==> src/rtl/traj_pkg.sv <==
// Shared types and constants for the per-frame trajectory scheduler.
package traj_pkg;

  localparam int unsigned MAX_BALLS  = 7;
  localparam int unsigned X_W        = 11;
  localparam int unsigned Y_W        = 10;
  localparam int unsigned BALL_IDX_W = 3;

  typedef logic [X_W-1:0]        coord_x_t;
  typedef logic [Y_W-1:0]        coord_y_t;
  typedef logic [BALL_IDX_W-1:0] ball_idx_t;

  typedef enum logic {
    IDLE = 1'b0,
    REQ  = 1'b1
  } sched_state_t;

endpackage

==> src/rtl/trajectory_frame_scheduler_if.sv <==
// Request/acknowledge link between the scheduler and the shared trajectory evaluator.
interface trajectory_frame_scheduler_if;
  import traj_pkg::*;

  logic      eval_req;
  ball_idx_t eval_idx;
  logic      eval_ack;
  coord_x_t  eval_x;
  coord_y_t  eval_y;

  modport master (output eval_req, output eval_idx, input eval_ack, input eval_x, input eval_y);
  modport slave  (input eval_req, input eval_idx, output eval_ack, output eval_x, output eval_y);

endinterface

==> src/rtl/traj_slot_bank.sv <==
// Shadow and committed position registers for every ball slot.
module traj_slot_bank
  import traj_pkg::*;
(
  input  logic                     clk,
  input  logic                     rst,
  input  logic                     wr_en,
  input  ball_idx_t                wr_idx,
  input  coord_x_t                 wr_x,
  input  coord_y_t                 wr_y,
  input  logic                     clr_en,
  input  ball_idx_t                clr_nb,
  input  logic                     commit,
  output coord_x_t [MAX_BALLS-1:0] act_x,
  output coord_y_t [MAX_BALLS-1:0] act_y
);

  coord_x_t [MAX_BALLS-1:0] sh_x;
  coord_y_t [MAX_BALLS-1:0] sh_y;

  // Shadow slots: filled by transfers, unused slots zeroed at sweep launch.
  always_ff @(posedge clk or posedge rst) begin
    if (rst) begin
      sh_x <= '0;
      sh_y <= '0;
    end else begin
      for (int unsigned i = 0; i < MAX_BALLS; i++) begin
        if (clr_en && (BALL_IDX_W'(i) >= clr_nb)) begin
          sh_x[i] <= '0;
          sh_y[i] <= '0;
        end else if (wr_en && (wr_idx == BALL_IDX_W'(i))) begin
          sh_x[i] <= wr_x;
          sh_y[i] <= wr_y;
        end
      end
    end
  end

  // Committed slots: whole set copied at once so the renderer never sees a partial frame.
  always_ff @(posedge clk or posedge rst) begin
    if (rst) begin
      act_x <= '0;
      act_y <= '0;
    end else if (commit) begin
      act_x <= sh_x;
      act_y <= sh_y;
    end
  end

endmodule

==> src/rtl/trajectory_frame_scheduler.sv <==
// Collects one position per ball each frame and commits the set at the next frame start.
module trajectory_frame_scheduler
  import traj_pkg::*;
#(
  parameter int unsigned ACK_TIMEOUT = 4095
) (
  input  logic                          clk_in,
  input  logic                          rst_in,
  input  logic                          frame_start,
  input  ball_idx_t                     num_balls,
  trajectory_frame_scheduler_if.master  ev,
  output coord_x_t [MAX_BALLS-1:0]      traj_x_out,
  output coord_y_t [MAX_BALLS-1:0]      traj_y_out,
  output logic                          traj_valid,
  output logic                          busy,
  output logic                          overrun,
  output logic                          timeout
);

  localparam int unsigned       WAIT_W     = $clog2(ACK_TIMEOUT + 1);
  localparam logic [WAIT_W-1:0] WAIT_LIMIT = WAIT_W'(ACK_TIMEOUT);

  sched_state_t      state;
  ball_idx_t         idx;
  ball_idx_t         nb;
  logic [WAIT_W-1:0] wait_cnt;
  logic              pending_commit;
  logic              req;

  logic              launch_c;
  logic              commit_c;
  logic              xfer_c;
  logic [WAIT_W-1:0] wait_inc_c;

  assign launch_c   = (state == IDLE) && frame_start;
  assign commit_c   = launch_c && pending_commit;
  assign xfer_c     = (state == REQ) && ev.eval_ack;
  assign wait_inc_c = (wait_cnt == WAIT_LIMIT) ? wait_cnt : wait_cnt + WAIT_W'(1);

  assign ev.eval_req = req;
  assign ev.eval_idx = idx;

  // Sweep sequencer: launch on frame start, walk ball indices, abort on a stalled evaluator.
  always_ff @(posedge clk_in or posedge rst_in) begin
    if (rst_in) begin
      state          <= IDLE;
      req            <= 1'b0;
      busy           <= 1'b0;
      idx            <= '0;
      nb             <= '0;
      wait_cnt       <= '0;
      pending_commit <= 1'b0;
      traj_valid     <= 1'b0;
      overrun        <= 1'b0;
      timeout        <= 1'b0;
    end else begin
      overrun <= 1'b0;
      timeout <= 1'b0;
      case (state)
        IDLE: begin
          if (frame_start) begin
            if (pending_commit) traj_valid <= 1'b1;
            nb       <= num_balls;
            idx      <= '0;
            wait_cnt <= '0;
            if (num_balls == '0) begin
              pending_commit <= 1'b1;
            end else begin
              pending_commit <= 1'b0;
              state          <= REQ;
              req            <= 1'b1;
              busy           <= 1'b1;
            end
          end
        end
        REQ: begin
          if (frame_start) overrun <= 1'b1;
          if (ev.eval_ack) begin
            wait_cnt <= '0;
            if (idx == nb - BALL_IDX_W'(1)) begin
              state          <= IDLE;
              req            <= 1'b0;
              busy           <= 1'b0;
              pending_commit <= 1'b1;
            end else begin
              idx <= idx + BALL_IDX_W'(1);
            end
          end else if (wait_inc_c == WAIT_LIMIT) begin
            state    <= IDLE;
            req      <= 1'b0;
            busy     <= 1'b0;
            timeout  <= 1'b1;
            wait_cnt <= '0;
          end else begin
            wait_cnt <= wait_inc_c;
          end
        end
        default: state <= IDLE;
      endcase
    end
  end

  traj_slot_bank u_slot_bank (
    .clk    (clk_in),
    .rst    (rst_in),
    .wr_en  (xfer_c),
    .wr_idx (idx),
    .wr_x   (ev.eval_x),
    .wr_y   (ev.eval_y),
    .clr_en (launch_c),
    .clr_nb (num_balls),
    .commit (commit_c),
    .act_x  (traj_x_out),
    .act_y  (traj_y_out)
  );

endmodule

==> src/flat_wrapper.sv <==
// flat-port wrapper written by rule: the top's interface ports become plain ports
module trajectory_frame_scheduler_flat import traj_pkg::*;
#(
  parameter int unsigned ACK_TIMEOUT = 4095
)
  (clk_in, rst_in, frame_start, num_balls, traj_x_out, traj_y_out, traj_valid, busy, overrun, timeout, ev_eval_req, ev_eval_idx, ev_eval_ack, ev_eval_x, ev_eval_y);
  trajectory_frame_scheduler_if ev_i ();
  input  logic clk_in;
  input  logic rst_in;
  input  logic frame_start;
  input  ball_idx_t num_balls;
  output coord_x_t [MAX_BALLS-1:0] traj_x_out;
  output coord_y_t [MAX_BALLS-1:0] traj_y_out;
  output logic traj_valid;
  output logic busy;
  output logic overrun;
  output logic timeout;
  output wire logic [$bits(ev_i.eval_req)-1:0] ev_eval_req;
  output wire logic [$bits(ev_i.eval_idx)-1:0] ev_eval_idx;
  input wire logic [$bits(ev_i.eval_ack)-1:0] ev_eval_ack;
  input wire logic [$bits(ev_i.eval_x)-1:0] ev_eval_x;
  input wire logic [$bits(ev_i.eval_y)-1:0] ev_eval_y;
  assign ev_eval_req = ev_i.eval_req;
  assign ev_eval_idx = ev_i.eval_idx;
  assign ev_i.eval_ack = ev_eval_ack;
  assign ev_i.eval_x = ev_eval_x;
  assign ev_i.eval_y = ev_eval_y;
  trajectory_frame_scheduler #(.ACK_TIMEOUT(ACK_TIMEOUT)) u_core (.clk_in(clk_in), .rst_in(rst_in), .frame_start(frame_start), .num_balls(num_balls), .ev(ev_i), .traj_x_out(traj_x_out), .traj_y_out(traj_y_out), .traj_valid(traj_valid), .busy(busy), .overrun(overrun), .timeout(timeout));
endmodule
==> config.mk <==
export PLATFORM = sky130hd
export DESIGN_NAME = trajectory_frame_scheduler_flat
export DESIGN_NICKNAME = d
export VERILOG_FILES = /design/src/rtl/traj_pkg.sv /design/src/rtl/trajectory_frame_scheduler_if.sv /design/src/rtl/traj_slot_bank.sv /design/src/rtl/trajectory_frame_scheduler.sv /design/src/flat_wrapper.sv
export SDC_FILE = /design/constraint.sdc
export NUM_CORES = 1
export LEC_CHECK = 0
export BUFFER_PORTS_ARGS = -buffer_cell sky130_fd_sc_hd__buf_4
export CAP_MARGIN = 10
export CORE_MARGIN = 4
export CORE_UTILIZATION = 25
export CTS_CLUSTER_SIZE = 14
export DETAILED_ROUTE_END_ITERATION = 10
export GPL_TIMING_DRIVEN = 0
export HOLD_SLACK_MARGIN = 0.03
export PLACE_DENSITY = 0.52
export SETUP_SLACK_MARGIN = 0.1
export SYNTH_ARGS = -nofsm -noshare
export SYNTH_HDL_FRONTEND = slang
export SYNTH_HIERARCHICAL = 1
export SYNTH_SLANG_ARGS = --single-unit
==> constraint.sdc <==
create_clock -name clk_in -period 11.59 [get_ports clk_in]
set_input_delay 2.8975 -clock clk_in [delete_from_list [all_inputs] [get_ports clk_in]]
set_output_delay 2.8975 -clock clk_in [all_outputs]
set_load 0.02 [all_outputs]
Yosys cells after proc, flatten, opt, wreduce, memory -nomap -nowiden
Cells that the tools add are included.
{ "totals": {"out_inout_bits": 155, "elab_cells": 154, "regBits": 318, "in_bits": 28} }
{ "op_classes": {"mux": 59, "n_reduce_logical": 31, "magnitude_cmp": 7, "eq_ne": 16, "add_sub_neg": 3, "bitwise_logic": 1} }
{ "ops": {"columns": ["op", "count"], "rows": [
  ["2-to-1 mux 11 bit", 14],
  ["2-to-1 mux 10 bit", 14],
  ["2-to-1 mux 12 bit", 4],
  ["== test 12 bit, second input constant", 2],
  ["one-hot mux 12 bit (2 select lines)", 1],
  ["2-to-1 mux 1 bit", 19],
  ["logical AND 1 bit", 17],
  ["nonzero test 2 bit", 7],
  ["adder 12 x 1 -> 12 bit, second input constant", 1],
  ["inequality test 2 bit, second input constant", 5],
  ["== test 3 bit, second input constant", 3],
  ["greater-or-equal comparator 3 bit, first input constant", 3],
  ["2-to-1 mux 3 bit", 3],
  ["AND reduction 3 bit", 3],
  ["== test 3 x 2 -> 1 bit, second input constant", 2],
  ["greater-or-equal comparator 1 x 3 -> 1 bit, first input constant", 2],
  ["greater-or-equal comparator 2 x 3 -> 1 bit, first input constant", 2],
  ["zero test 3 bit", 2],
  ["inequality test 3 bit, second input constant", 2],
  ["one-hot mux 1 bit (2 select lines)", 3],
  ["one-hot mux 3 bit (2 select lines)", 1],
  ["AND reduction 4 bit", 1],
  ["adder 3 x 1 -> 3 bit, second input constant", 1],
  ["== test 3 x 1 -> 1 bit, second input constant", 1],
  ["other kinds (4)", 4]
]} }

Depth between registers and ports, before layout
{ "logic_depth": {"depth_word": 6, "mapped_depth": 9, "mapped_depth_nobuf": 8} }

By module
The synthesis kept the hierarchy.
{ "by_module_without_submodules": {"columns": ["module", "n_inst", "area_each_um2", "cells_per_inst", "seq_area_each_um2"], "rows": [
  ["traj_slot_bank", 1, 11252.0, 926, 7357.1],
  ["trajectory_frame_scheduler", 1, 1490.2, 162, 600.6]
]} }

Worst setup path before layout
Ideal clock, no wire load.
{ "synth_timing": {"kind": "input -> register", "from": "input port frame_start", "to": "register u_core/u_slot_bank/sh_x[0] (netlist name)", "setup_ns": 0.136, "path_stages": 6, "arrival_time_ns": 4.073, "setup_slack_ns": 7.381, "required_time_ns": 11.454, "n_path_buf": 2, "path_cell_list": "nor2b_1 -> clkbuf_1 -> nand2b_1 -> nor3_1 -> clkbuf_1 -> a21oi_1"} }
{ "synth_via": {"elab_chain_len": 3, "elab_cells_between_ends": 4, "cone_classes": "1 x mux; 3 x reduce/logical"} }
{ "synth_rtl": {"columns": ["item", "line", "source"], "rows": [
  ["from (decl)", "flat_wrapper.sv:10", "input logic frame_start;"],
  ["logical AND 1 bit (*)", "trajectory_frame_scheduler.sv:35", "assign launch_c = (state == IDLE) && frame_start;"],
  ["named net u_core.launch_c", "trajectory_frame_scheduler.sv:30", "logic launch_c;"],
  ["logical AND 1 bit (*)", "traj_slot_bank.sv:28", "if (clr_en && (BALL_IDX_W'(i) >= clr_nb)) begin"],
  ["2-to-1 mux 11 bit / nonzero test 2 bit (equally long branches)", null, null],
  ["to (signal, indexed assignment)", "traj_slot_bank.sv:32", "sh_x[i] <= wr_x;"],
  ["to (decl)", "traj_slot_bank.sv:18", "coord_x_t [MAX_BALLS-1:0] sh_x;"]
]} }
The timed path passes the listed nets; every way through them passes the cells marked *.
A chain may end at the register's enable or synchronous reset.

Worst setup path in the final report
{ "layout_timing": {"from": "input port frame_start", "to": "register u_core/u_slot_bank/sh_x[26] (netlist name)"} }
The elaborated chain is that of the path after synthesis.

==> reports/summary.json <==
{
  "placed_design": {
    "final_weighted_congestion_of_routability_driven_global_placement": 0.816,
    "place_worst_setup_slack_ns": 6.50,
    "io_buffers": 182,
    "place_hpwl_mm": 26.2
  },
  "yosys": {
    "post_synth_main_area_contributors": "sky130_fd_sc_hd__dfrtp_1, sky130_fd_sc_hd__mux2_2, sky130_fd_sc_hd__nand2_1",
    "post_synth_inst_count": 1088,
    "top_cell_type_by_total_area_after_synthesis": "sky130_fd_sc_hd__dfrtp_1",
    "ys_ff_latch": 318,
    "yosys.cell_count.top_type": "sky130_fd_sc_hd__dfrtp_1",
    "ys_warnings": 6,
    "synth_top_cell_area_share_pct": 62.5,
    "asyncSetResetFlopFracSynth_pct": 100,
    "dominantRegCellSynth": "sky130_fd_sc_hd__dfrtp_1",
    "synth-edff-count": 0,
    "yosysSeqAreaShare_pct": 62.5,
    "syn_area_per_cell_sq_um": 11.7,
    "synth.cells.most_frequent": "sky130_fd_sc_hd__dfrtp_1, sky130_fd_sc_hd__nand2_1, sky130_fd_sc_hd__mux2_2",
    "mappedNetlistArea_sq_um": 12700,
    "synthesis.nets": 1119,
    "yosysUniqueCellTypes": 53
  },
  "power_and_ir_drop": {
    "p_leak_uw": 0.00776,
    "peakVddDrop_mv": 0.102,
    "p_sw_share_pct": 33.5,
    "sequential_cell_fraction_of_total_power_pct": 41.0,
    "power.internal_uw": 2710,
    "power_frac_comb_pct": 30.5,
    "p_sw_uw": 1360,
    "clockPowerShare_pct": 28.6,
    "power_density_nw_per_um2": 251
  },
  "clock_network": {
    "cts.htree.levels": 2,
    "clk-insertion-delay-late_ns": 0.55,
    "cts-hold-fix-buffers": 0,
    "clock_tree.root_cell": "sky130_fd_sc_hd__clkbuf_16",
    "cts_tree": "done",
    "cts_inserted_buffers": 38,
    "max-clock-path-buffers": 3,
    "clkSlewWorstSetupHoldPaths_ns": 0.06,
    "post_cts.resized_instances": 0,
    "post-cts-setup-buffers": 0,
    "clkSinkCount": 318
  },
  "drt": {
    "postRouteAntennaNets": 0,
    "dr_total_vias": 8986,
    "route.final.wire_length_mm": 37.9,
    "detailedRoute.firstIterationViolations": 570,
    "first_pass_iters": 6,
    "avg_wl_per_cell_microns": 18.9,
    "viasPerCell": 4.47,
    "drc": 0
  },
  "sta": {
    "layout_min_cycle_time_ns": 4.52,
    "final_hold_viol_count": 0,
    "relSlewSlack_pct": 35.5,
    "worstMarginPinSlew_ns": 0.966,
    "number_of_pins_with_negative_max_slew_slack_in_the_final_report": 0,
    "number_of_setup_violations_in_the_final_report": 0,
    "fmaxAchievable_mhz": 221,
    "tns_ns": 0,
    "whs_ns": 0.488,
    "final_min_period_over_clock_period_pct": 39.0,
    "timing.clock.skew_ns": 0.0198,
    "rsz0062_at_grt": "no",
    "post-route-worst-setup-slack_ns": 7.07
  },
  "floorplanning": {
    "initial_utilization_pct": 25.3,
    "design.die.area_sq_um": 54600,
    "die_w_microns": 234,
    "floorplan.core_area_sq_um": 50300,
    "die_y_microns": 234,
    "placementRows": 82,
    "io-pin-count": 183
  },
  "min_path": {
    "worstHoldStart": "u_core/traj_valid",
    "hold_path_class": "register to register",
    "min_delay_path_depth": 1
  },
  "critical_path": {
    "crit_fanout": 12,
    "reg2regPathDepth": 8,
    "setup.worst_path.start_class": "input pin",
    "crit_start": "frame_start",
    "arrival_ns": 4.93,
    "crit_type": "input pin to register",
    "critPathRequiredTime_ns": 12.00,
    "cp_capture_type": "register",
    "source_of_the_worst_register_to_register_timing_path": "u_core/wait_cnt[0]"
  },
  "global_route": {
    "overflow": 0,
    "grt_first_pass_wirelength_mm": 56.4,
    "initial_antenna_violation_count": 0,
    "vias_in_the_first_global_route": 9010,
    "grt_max_degree": 115,
    "grt_util_all_layers_pct": 13.6
  },
  "final_layout": {
    "layout-drive-gt1-share_pct": 33.2,
    "synthToLayoutAreaGrowth_pct": 27.4,
    "fin_util_pct": 32.3,
    "post_layout_net_count": 1343,
    "antenna-diode-count": 0
  },
  "outcome": {
    "status": "completed"
  },
  "job": {
    "max_cap_viol_count": 0
  }
}
[layout by cell type (no fill, tap or decap), types with 7 or more instances in the layout]
master / n
sky130_fd_sc_hd__clkbuf_1: 38
sky130_fd_sc_hd__buf_4: 185
sky130_fd_sc_hd__dfrtp_1: 318
sky130_fd_sc_hd__a21oi_1: 130
sky130_fd_sc_hd__clkbuf_8: 8
sky130_fd_sc_hd__nor2_1: 16
sky130_fd_sc_hd__nand2_1: 273
sky130_fd_sc_hd__buf_2: 36
sky130_fd_sc_hd__o21ai_0: 16
sky130_fd_sc_hd__a22o_1: 21
sky130_fd_sc_hd__mux2_2: 149
sky130_fd_sc_hd__clkbuf_16: 39
sky130_fd_sc_hd__inv_1: 7
[flip-flops by register name (all words and copies together), names as in the netlist]
register / flops
u_core/pending_commit: 1
u_core/nb: 3
u_core/overrun: 1
u_core/u_slot_bank/act_y: 70
u_core/ev.eval_idx: 3
u_core/u_slot_bank/sh_y: 70
u_core/state: 1
u_core/u_slot_bank/sh_x: 77
u_core/wait_cnt: 12
u_core/traj_valid: 1
u_core/u_slot_bank/act_x: 77
u_core/timeout: 1
u_core/ev.eval_req: 1
[final cells by class]
| class | count | area, sq um |
|---|---|---|
| fillers | 5139 | 34000 |
| flip-flops and latches | 318 | 7960 |
| multi-input cells | 690 | 4400 |
| repair buffers | 184 | 1420 |
| clock buffers | 58 | 1130 |
| well taps | 672 | 841 |
| plain buffers | 72 | 358 |
| clock inverters | 9 | 100 |
| inverters | 8 | 37.5 |
[worst paths after layout]
path,endpoint,slack (ns)
hold reg to reg,u_core/traj_valid,0.49
hold / removal,u_core/traj_valid,0.49
max in group asynchronous,u_core/u_slot_bank/act_x[36],8.15
setup reg to reg,u_core/wait_cnt[10],8.83
min in group asynchronous,u_core/u_slot_bank/act_y[67],2.45
setup / recovery,u_core/u_slot_bank/sh_x[26],7.07
[per-layer routing]
metal / up-vias / track usage [%] / wire, microns
met5: - / 0 / 0
met4: 0 / 3.94 / 969
met3: 58 / 3.84 / 2580
met2: 254 / 21.9 / 18000
met1: 4514 / 18.0 / 16300
li1: 4160 / - / -
[power by group through the flow]
| stage | clock network (uW) | registers, uW | logic [uW] |
|---|---|---|---|
| 2_1_floorplan | 0 | 1830 | 578 |
| 6_report | 1160 | 1670 | 1240 |
| 3_3_place_gp | 0 | 1680 | 1230 |
| 5_1_grt | 1250 | 1710 | 1350 |
| 3_5_place_dp | 0 | 1690 | 1260 |
| 4_1_cts | 1210 | 1670 | 1260 |
[critical path: stages]
cell and delay, ns:
sky130_fd_sc_hd__buf_4 0.09, sky130_fd_sc_hd__nor2b_1 0.18, sky130_fd_sc_hd__clkbuf_1 0.50, sky130_fd_sc_hd__nand2b_1 0.19
sky130_fd_sc_hd__a21oi_1 0.49, sky130_fd_sc_hd__clkbuf_1 0.48, sky130_fd_sc_hd__a21oi_1 0.08
[stage by stage]
step | cell area, sq um | power (uW) | std cells
6_report | 16200 | 4070 | 2011
5_1_grt | 16200 | 4310 | 2011
4_1_cts | 16200 | 4140 | 2011
3_5_place_dp | 15000 | 2950 | 1944
3_3_place_gp | 14900 | 2920 | 1942
2_1_floorplan | 12700 | 2400 | 1088
[logic make-up (layout without fill, tap and decap cells)]
family	Yosys count	in the layout	share of synthesized area, %
AND/OR/NAND/NOR	340	340	11.6
flip-flops	318	318	62.5
AO/OA/AOI/OAI	185	185	8.47
multiplexers	154	154	13.6
buffers and inverters	80	331	3.04
XOR/XNOR	8	8	0.550
adder cells (fa/ha/maj)	3	3	0.295
Note: power is estimated with default switching activity, not from simulation.
